$ cat config.mk
export PLATFORM = sky130hd
export DESIGN_NAME = fifo_level
export DESIGN_NICKNAME = d
export VERILOG_FILES = /design/src/rtl/fifo_level.sv
export SDC_FILE = /design/constraint.sdc
export NUM_CORES = 1
export LEC_CHECK = 0
export CORE_UTILIZATION = 47
export DETAILED_ROUTE_END_ITERATION = 7
export MAX_ROUTING_LAYER = met4
export PLACE_DENSITY_LB_ADDON = 0.15
export SLEW_MARGIN = 0
export SYNTH_ARGS = -nofsm -noshare
export SYNTH_HDL_FRONTEND = slang
export SYNTH_SLANG_ARGS = --single-unit
$ cat constraint.sdc
create_clock -name clock -period 2.3 [get_ports clock]
set_input_delay 0.23 -clock clock [delete_from_list [all_inputs] [get_ports clock]]
set_output_delay 0.23 -clock clock [all_outputs]
set_load 0.1 [all_outputs]
$ cat src/rtl/fifo_level.sv
// rtl/fifo_level.sv - single-clock FWFT FIFO with occupancy, almost flags, flush and sticky errors
// Status outputs come only from registered pointers and flags, so ready never depends on read_i/write_i.
module fifo_level #(
    parameter int DATA_BITS          = 8,
    parameter int DEPTH_BITS         = 2,
    parameter int ALMOST_FULL_LEVEL  = (1 << DEPTH_BITS) - 1,
    parameter int ALMOST_EMPTY_LEVEL = 1
) (
    input  logic                  clock,
    input  logic                  reset,
    input  logic                  flush_i,
    input  logic                  write_i,
    input  logic [DATA_BITS-1:0]  write_data_i,
    output logic                  write_ready_o,
    input  logic                  read_i,
    output logic [DATA_BITS-1:0]  read_data_o,
    output logic                  read_ready_o,
    output logic [DEPTH_BITS:0]   level_o,
    output logic                  almost_full_o,
    output logic                  almost_empty_o,
    output logic                  overflow_o,
    output logic                  underflow_o,
    input  logic                  clear_errors_i
);

    localparam int                DEPTH = 1 << DEPTH_BITS;
    localparam logic [DEPTH_BITS:0] LP_AF_LEVEL = (DEPTH_BITS + 1)'(ALMOST_FULL_LEVEL);
    localparam logic [DEPTH_BITS:0] LP_AE_LEVEL = (DEPTH_BITS + 1)'(ALMOST_EMPTY_LEVEL);
    localparam logic [DEPTH_BITS:0] LP_PTR_ONE  = (DEPTH_BITS + 1)'(1);

    logic [DATA_BITS-1:0]  r_mem [DEPTH];
    logic [DEPTH_BITS:0]   r_wr_ptr;
    logic [DEPTH_BITS:0]   r_rd_ptr;
    logic                  r_overflow;
    logic                  r_underflow;

    logic                  w_empty;
    logic                  w_full;
    logic                  w_wr_accept;
    logic                  w_rd_accept;
    logic                  w_ovf_set;
    logic                  w_unf_set;
    logic [DEPTH_BITS:0]   w_level;

    // Extra pointer MSB separates full (MSBs differ) from empty (identical).
    assign w_empty = (r_wr_ptr == r_rd_ptr);
    assign w_full  = (r_wr_ptr[DEPTH_BITS] != r_rd_ptr[DEPTH_BITS]) &&
                     (r_wr_ptr[DEPTH_BITS-1:0] == r_rd_ptr[DEPTH_BITS-1:0]);
    assign w_level = r_wr_ptr - r_rd_ptr;

    assign w_wr_accept = write_i & ~w_full  & ~flush_i;
    assign w_rd_accept = read_i  & ~w_empty & ~flush_i;
    assign w_ovf_set   = write_i & w_full   & ~flush_i;
    assign w_unf_set   = read_i  & w_empty  & ~flush_i;

    always_ff @(posedge clock) begin
        if (w_wr_accept) begin
            r_mem[r_wr_ptr[DEPTH_BITS-1:0]] <= write_data_i;
        end
    end

    always_ff @(posedge clock or negedge reset) begin
        if (!reset) begin
            r_wr_ptr <= '0;
            r_rd_ptr <= '0;
        end else begin
            if (w_wr_accept) begin
                r_wr_ptr <= r_wr_ptr + LP_PTR_ONE;
            end
            if (flush_i) begin
                r_rd_ptr <= r_wr_ptr;
            end else if (w_rd_accept) begin
                r_rd_ptr <= r_rd_ptr + LP_PTR_ONE;
            end
        end
    end

    // A new error event in the same cycle as clear_errors_i keeps the flag set.
    always_ff @(posedge clock or negedge reset) begin
        if (!reset) begin
            r_overflow  <= 1'b0;
            r_underflow <= 1'b0;
        end else begin
            r_overflow  <= w_ovf_set | (r_overflow  & ~clear_errors_i);
            r_underflow <= w_unf_set | (r_underflow & ~clear_errors_i);
        end
    end

    assign read_data_o    = r_mem[r_rd_ptr[DEPTH_BITS-1:0]];
    assign read_ready_o   = ~w_empty;
    assign write_ready_o  = ~w_full;
    assign level_o        = w_level;
    assign almost_full_o  = (w_level >= LP_AF_LEVEL);
    assign almost_empty_o = (w_level <= LP_AE_LEVEL);
    assign overflow_o     = r_overflow;
    assign underflow_o    = r_underflow;

endmodule
### Yosys cells after proc, flatten, opt, wreduce, memory -nomap -nowiden

Memories as Yosys holds them, arrays and structs flattened.
Cells that the tools add are included.

| word-level totals | value |
|---|---|
| bits in registers | 8 |
| bits in writable memories | 32 |
| input bits | 14 |
| output and inout bits | 17 |
| logic and storage cells | 35 |
| memories | 1 |

Memory list:

| name | depth | bits a word | read ports | clocked after Yosys merged registers in | write ports | line | source |
|---|---|---|---|---|---|---|---|
| r_mem | 4 | 8 | 1 | 0 | 1 | 31 | `logic [DATA_BITS-1:0] r_mem [DEPTH];` |

| operators by class | value |
|---|---|
| $add $sub $neg | 3 |
| $lt $le $gt $ge | 2 |
| equality and inequality tests | 3 |
| multiplexer cells | 4 |
| bitwise operators | 16 |
| reductions and logical operators | 2 |

Operator list:

| operator | number |
|---|---|
| AND 1 bit | 10 |
| adder 3 x 1 -> 3 bit (second input constant) | 2 |
| two-way mux 3 bit | 2 |
| inverter 1 bit | 4 |
| == test 3 bit | 1 |
| >= comparator 3 x 2 -> 1 bit (second input constant) | 1 |
| <= comparator 3 x 1 -> 1 bit (second input constant) | 1 |
| subtractor 3 bit | 1 |
| == test 2 bit | 1 |
| two-way mux 1 bit | 2 |
| bitwise OR 1 bit | 2 |
| nonzero test 2 bit | 1 |
| logical AND 1 bit | 1 |
| inequality test 1 bit | 1 |

### Logic depth before layout (Yosys ltp)

| logic depth | value |
|---|---|
| word-level depth | 7 |
| depth in mapped cells | 6 |

### Least setup slack after synthesis

No wires, ideal clock.

| timing | value |
|---|---|
| path kind | register -> output |
| start point | register r_rd_ptr[1] |
| end point | output almost_empty_o |
| data arrival time | 3.954 ns |
| slack | -1.884 ns |
| stages on the path, launching flop included | 6 |
| path buffers | 1 |
| cells stage by stage | dfrtp_1 -> clkbuf_1 -> inv_1 -> fa_1 -> xnor2_1 -> nor2_1 |

| between the ends | value |
|---|---|
| longest elaborated chain between the ends | 2 |

RTL lines:

| element | line | source |
|---|---|---|
| start, declared | 33 | `logic [DEPTH_BITS:0] r_rd_ptr;` |
| start signal, assigned | 71 | `r_rd_ptr <= r_wr_ptr;` |
| start signal, assigned | 73 | `r_rd_ptr <= r_rd_ptr + LP_PTR_ONE;` |
| subtractor 3 bit | 49 | `assign w_level = r_wr_ptr - r_rd_ptr;` |
| via level_o[2] | 18 | `output logic [DEPTH_BITS:0] level_o,` |
| <= comparator 3 x 1 -> 1 bit | 94 | `assign almost_empty_o = (w_level <= LP_AE_LEVEL);` |
| end, declared | 20 | `output logic almost_empty_o,` |

The timed path passes the listed nets, and every way through them passes these cells.

### Worst setup path after layout

| timing | value |
|---|---|
| start point | register r_wr_ptr[0] |
| end point | output almost_full_o |

| between the ends | value |
|---|---|
| longest elaborated chain between the ends | 2 |

RTL lines:

| element | line | source |
|---|---|---|
| start, declared | 32 | `logic [DEPTH_BITS:0] r_wr_ptr;` |
| start signal, assigned | 68 | `r_wr_ptr <= r_wr_ptr + LP_PTR_ONE;` |
| subtractor 3 bit | 49 |  |
| >= comparator 3 x 2 -> 1 bit | 93 | `assign almost_full_o = (w_level >= LP_AF_LEVEL);` |
| end, declared | 19 | `output logic almost_full_o,` |

Every way passes these cells.

==> flow_summary.ini <==
[run_status]
run_status = finished, final reports clean

[logic_synthesis]
synth.top_cells.by_area = edfxtp_1 (54%), dfrtp_1 (11%), mux4_2 (10%)
cells_after_synthesis = 105
top_ff_cell_synth = edfxtp_1
synthArstFlopShare_pct = 20.0
yosys.area.top_type_share_pct = 53.9
synth_enable_flop_cells = 32
syn-num-nets = 127
ys.warnings.count = 0
ys_top_cells_by_count = edfxtp_1 (32), inv_1 (11), dfrtp_1 (8), mux4_2 (8), ha_1 (7)
yosysMostFrequentCell = edfxtp_1
post-synth-top-area-cell = edfxtp_1
synth_cell_type_count = 33
syn_area_mm2 = 0.00178
synth_seq_cells = 40
syn-mean-instance-area_um2 = 17.0
synth_sequential_area_ratio_pct = 65.2

[worst_setup_path]
crit_fanout = 4
kind_of_start_point_of_the_critical_path = flop
cells_traversed_along_the_worst_timing_path = inv_2 > ha_1 > inv_1 > fa_2 > xnor2_4 > a21o_4 > buf_12
worst_ep_arrival_time_ns = 1.96
crit_path_slowest_cell = dfrtp_1
worst-endpoint-required_ns = 2.07
timing_worst_setup_path_type = flop to primary output
buf_inv_stages_crit_path = 3
critical_path.max_stage_delay_ns = 0.43
worst_path_dominant_cell_family = adder cells
crit_path_capture_type = primary output

[floorplan]
initial_utilization_pct = 48.7
die_area_mm2 = 0.00404
die_w_um = 63.6
io-pin-count = 31
height_of_the_die_um = 63.6
core_area_mm2 = 0.00366
row_count = 22

[cts]
cts_buffers = 5
number_of_setup_buffers_added_after_cts = 0
clock_insertion_delay_at_the_later_pin_of_the_skew_report_ns = 0.29
cts_num_sinks = 40
postCtsHoldBufs = 0
cts_resizes = 0
path_clk_slew_ns = 0.07
cts_tree = yes
clock_tree.buffer_depth = 2
clock_tree.root_cell = clkbuf_8
h-tree-depth = 2

[global_route]
antenna_violations_before_repair = 0
pin_count_of_the_biggest_net_entering_global_routing = 14
global_route.usage.total_pct = 18.3
globalRouteOverflowTotal = 0
grt_pass1_vias = 1069
global_route_wire_length_before_repair_mm = 5.24

[cells_and_area]
post_route_cells_drive_above_1_share_pct = 32.6
final_net_count = 165
num_antenna_cells = 0
nFillCells = 259
area_delta_synth_final_pct = 40.3

[sta]
worst_slew_pin_slew_ns = 0.414
grt_setup_unrepaired = no
slew_headroom_pct = 72.3
layout_worst_path_cycle_share_pct = 95.2
final.hold.worst_slack_ns = 0.235
timing.setup.tns_ns = 0
finalHoldViolations = 0
fmaxAchievable_mhz = 457
finalWorstPathRequiredPeriod_ns = 2.19
worst_slack_ns = 0.110
setup_viol = 0
finalMaxSlewViolations = 0
skew_ns = 0.00498

[route]
dr.first_iter.drc_count = 24
via_per_inst = 5.30
drtPass1Iterations = 4
detail_route.drc_violations = 0
postRouteAntennaNets = 0
via_count = 1018
wl_per_cell_um = 16.0
wirelength_mm = 3.08

[place]
dp_hpwl_mm = 2.24
buffer_ports.inserted = 30
gpl.final_weighted_congestion = 0.837
place_ws_ns = 0.368

[hold_path]
hold_removal_path_class = input pin to asynchronous set/reset pin

[job]
cap_violations = 0
path summary, 6_finish.rpt:
check,cells past startpoint,endpoint,slack (ns),startpoint
setup / recovery,7,almost_full_o,0.11,r_wr_ptr[0]$_DFFE_PN0P_
hold / removal,1,r_rd_ptr[2]$_DFFE_PN0P_,0.24,reset
setup reg to reg,4,r_mem[0][0]$_DFFE_PP_,0.40,r_wr_ptr[0]$_DFFE_PN0P_
hold reg to reg,2,underflow_o$_DFF_PN0_,0.55,underflow_o$_DFF_PN0_
max in group asynchronous,1,r_rd_ptr[0]$_DFFE_PN0P_,1.78,reset
min in group clock,2,underflow_o$_DFF_PN0_,0.52,clear_errors_i
flip-flops by register name, indices dropped and copies added, names as in the netlist:
register,flops
overflow_o,1
r_rd_ptr,3
r_wr_ptr,3
r_mem,32
underflow_o,1
per-layer routing:
layer  vias up  wire length (um)  track usage (%)
met5         -                 0                -
met4         0                48             6.53
met3         5               162             5.62
met2        31              1640             30.3
met1       506              1220             21.0
li1        476                 -                -
logic make-up after synthesis:
kind of cell	synth area share [%]
AO/OA/AOI/OAI	6.60
XOR/XNOR	3.02
adder cells (fa/ha/maj)	6.04
buffers and inverters	3.02
flip-flops	65.2
multiplexers	11.0
AND/OR/NAND/NOR	5.20
per-stage QoR:
step	utilization, %	std cells	cell area (um^2)
3_3_place_gp	63.9	184	2340
4_1_cts	68.3	192	2500
5_1_grt	68.3	192	2500
3_5_place_dp	63.9	184	2340
2_1_floorplan	-	105	1820
6_report	68.3	192	2500
worst register-to-register path, stage by stage (launching register included):
cell and delay (ns):
dfrtp_1 0.41, inv_2 0.08, ha_1 0.39, a31oi_4 0.26
and2_1 0.41
area by class of cell:
type	count	area (um^2)	area share, %
multi-input combinational	51	603	24.1
clock buffer	5	68.8	2.75
tap	48	60.1	2.40
sequential	40	1160	46.4
timing repair buffer	34	475	19.0
clock inverter	3	90.1	3.60
inverter	11	41.3	1.65
cells in the final DEF (no fill, tap or decap), drive strengths merged:
cell,n
xor2,2
o32ai,1
ha,7
or2,1
fa,1
o211a,1
buf,21
or4,1
o31a,1
mux4,8
edfxtp,32
a21oi,1
and2,3
clkdlybuf4s50,13
bufinv,3
inv,11
o311ai,1
nand2b,1
or3b,1
dfrtp,8
a31oi,1
clkbuf,5
nor3b,1
a21o,1
nand3,3
o211ai,1
nor2,3
xnor2,2
o2111ai,1
o22ai,2
o311a,1
nand2,3
mux2,1
a311oi,1
Power is left out: the tool's default activity adds up to more than one toggle a clock period on the data nets, which glitch-free logic cannot reach.
==> edit: new RTL, same settings <==
Reset style: synchronous (`reset`), changed in 2 clocked blocks.
--- a/src/rtl/fifo_level.sv
+++ b/src/rtl/fifo_level.sv
@@ -60,5 +60,5 @@
     end
 
-    always_ff @(posedge clock or negedge reset) begin
+    always_ff @(posedge clock) begin
         if (!reset) begin
             r_wr_ptr <= '0;
@@ -77,5 +77,5 @@
 
     // A new error event in the same cycle as clear_errors_i keeps the flag set.
-    always_ff @(posedge clock or negedge reset) begin
+    always_ff @(posedge clock) begin
         if (!reset) begin
             r_overflow  <= 1'b0;
Formal check against the unedited RTL: differs if reset is asserted again (counterexample within 4 cycles, from zero or initial values and one cycle with reset low); with reset held inactive, the same outputs for 10 cycles.
==> edit against the original RTL <==
  * Final area down 2.2%
  * Maximum frequency up 0.66%
  * Largest cell class unchanged
  * Register-to-register slack worse by 0.16 ns
  * First-iteration DRC count down 29%
  * Sequential cell count up 2
  * Setup slack better by 0.014 ns
  * Critical path type unchanged
  * Area after synthesis up 1.2%
  * Cell count up 5.7%
  * Global-route usage about the same
  * Routed wire length up 2.5%
  * Utilization down 1.5 points
==> edit: results <==
group,metric,value,unit
logic_synthesis,ys_types,34,
job,drv_cap,0,
logic_synthesis,synth-xor-area-share,1.39,%
clock_network,cts_resized,0,
power,p_leak,0.875,nW
setup_path,cp_max_fo,5,
logic_synthesis,synth_async_sr_flop_share,0,%
sta,clock_skew,0.00287,ns
placed_design,portBuffers,30,
clock_network,cts_setup_buffers,0,
hold_path,min_path_type,"flop to flop",
setup_path,worst_r2r_path_depth,5,
logic_synthesis,synthAdderAreaFrac,5.97,%
global_route,grt_use_met1,19.7,%
logic_synthesis,ys_top_cells_by_area,"edfxtp_1 (53%), dfxtp_1 (11%), mux4_2 (10%)",
placed_design,post-place-ws,0.178,ns
drt,wl_met2,1680,um
setup_path,slowest_stage,"fa_2",
power,vdd_drop_max,0.000637,V
drt,highest_layer,"met4",
logic_synthesis,syn_nets,139,
global_route,grt_first_pass_wirelength,5240,um
clock_network,cts_root_buf,"clkbuf_8",
global_route,grt_use_met3,4.29,%
outcome,status,"finished clean",
placed_design,gp_congestion,0.796,
global_route,grt_max_degree,15,
placed_design,dp_hpwl,2300,um
drt,dr.first_iter.drc_count,17,
logic_synthesis,synth_compound_area_share,4.65,%
sta,worst_slew_pin_slew,0.607,ns
logic_synthesis,synth-seq-area-share,64.4,%
sta,hold_violations,0,
drt,num_vias,1069,
finish,drive_above_1_share,27.1,%
hold_path,whs_path_depth,2,
drt,wl_met3,111,um
logic_synthesis,synth_mux_area_share,11.7,%
drt,routed_wl,3160,um
finish,diodes,0,
drt,drt-met1-wl,1320,um
finish,nFillCells,268,
clock_network,path_clk_slew,0.08,ns
setup_path,slowest_delay,0.50,ns
finish,nets,176,
logic_synthesis,ys_warn_count,0,
logic_synthesis,synthTopCellsByCount,"edfxtp_1 (32), dfxtp_1 (10), nand2_1 (9)",
drt,dr.pass1.iters,4,
global_route,grt.total_usage,18.3,%
global_route,gr-usage-met2,32.6,%
## edit: per-stage QoR
stage / hold WS, ns / instance area, um2 / cells / util [%]
after floorplan: 0.329 / 1840 / 117 / -
after global placement: 0.472 / 2360 / 195 / 64.4
after detailed placement: 0.485 / 2360 / 195 / 64.4
after CTS: 0.496 / 2440 / 203 / 66.7
after global routing: 0.519 / 2440 / 203 / 66.8
final: 0.491 / 2440 / 203 / 66.8
## edit: worst max-delay path, delay by kind of cell, from the launching register on
family,cells,cell delay [ns]
adders and majority gates,2,0.71
AOI/OAI and AO/OA,1,0.25
buffers and inverters,3,0.32
DFF,1,0.37
## edit: cell type report
class	instances	area [um2]	share of cell area, %
repair buffers	34	475	19.4
flip-flops and latches	42	1160	47.5
well taps	48	60.1	2.46
clock inverters	3	16.3	0.665
clock buffers	5	68.8	2.81
multi-input cells	64	636	26.0
inverters	7	26.3	1.07
## edit: worst paths after layout
check | slack [ns] | end | start
worst max-delay path | 0.12 | almost_full_o | r_wr_ptr[0]$_SDFFE_PN0P_
worst min-delay path | 0.49 | overflow_o$_SDFF_PN0_ | overflow_o$_SDFF_PN0_
worst max register to register | 0.24 | r_mem[2][6]$_DFFE_PP_ | r_wr_ptr[0]$_SDFFE_PN0P_
worst min register to register | 0.49 | overflow_o$_SDFF_PN0_ | overflow_o$_SDFF_PN0_
## edit: cells by family after synthesis
kind of cell / Yosys count
AO/OA/AOI/OAI: 11
XOR/XNOR: 2
adder cells (fa/ha/maj): 8
buffers and inverters: 11
flip-flops: 42
multiplexers: 11
AND/OR/NAND/NOR: 32
## edit: where the power goes
| group | switching [mW] | internal, mW |
|---|---|---|
| clock | 0.244 | 0.208 |
| combinational | 0.457 | 0.259 |
| sequential | 0.0244 | 0.838 |
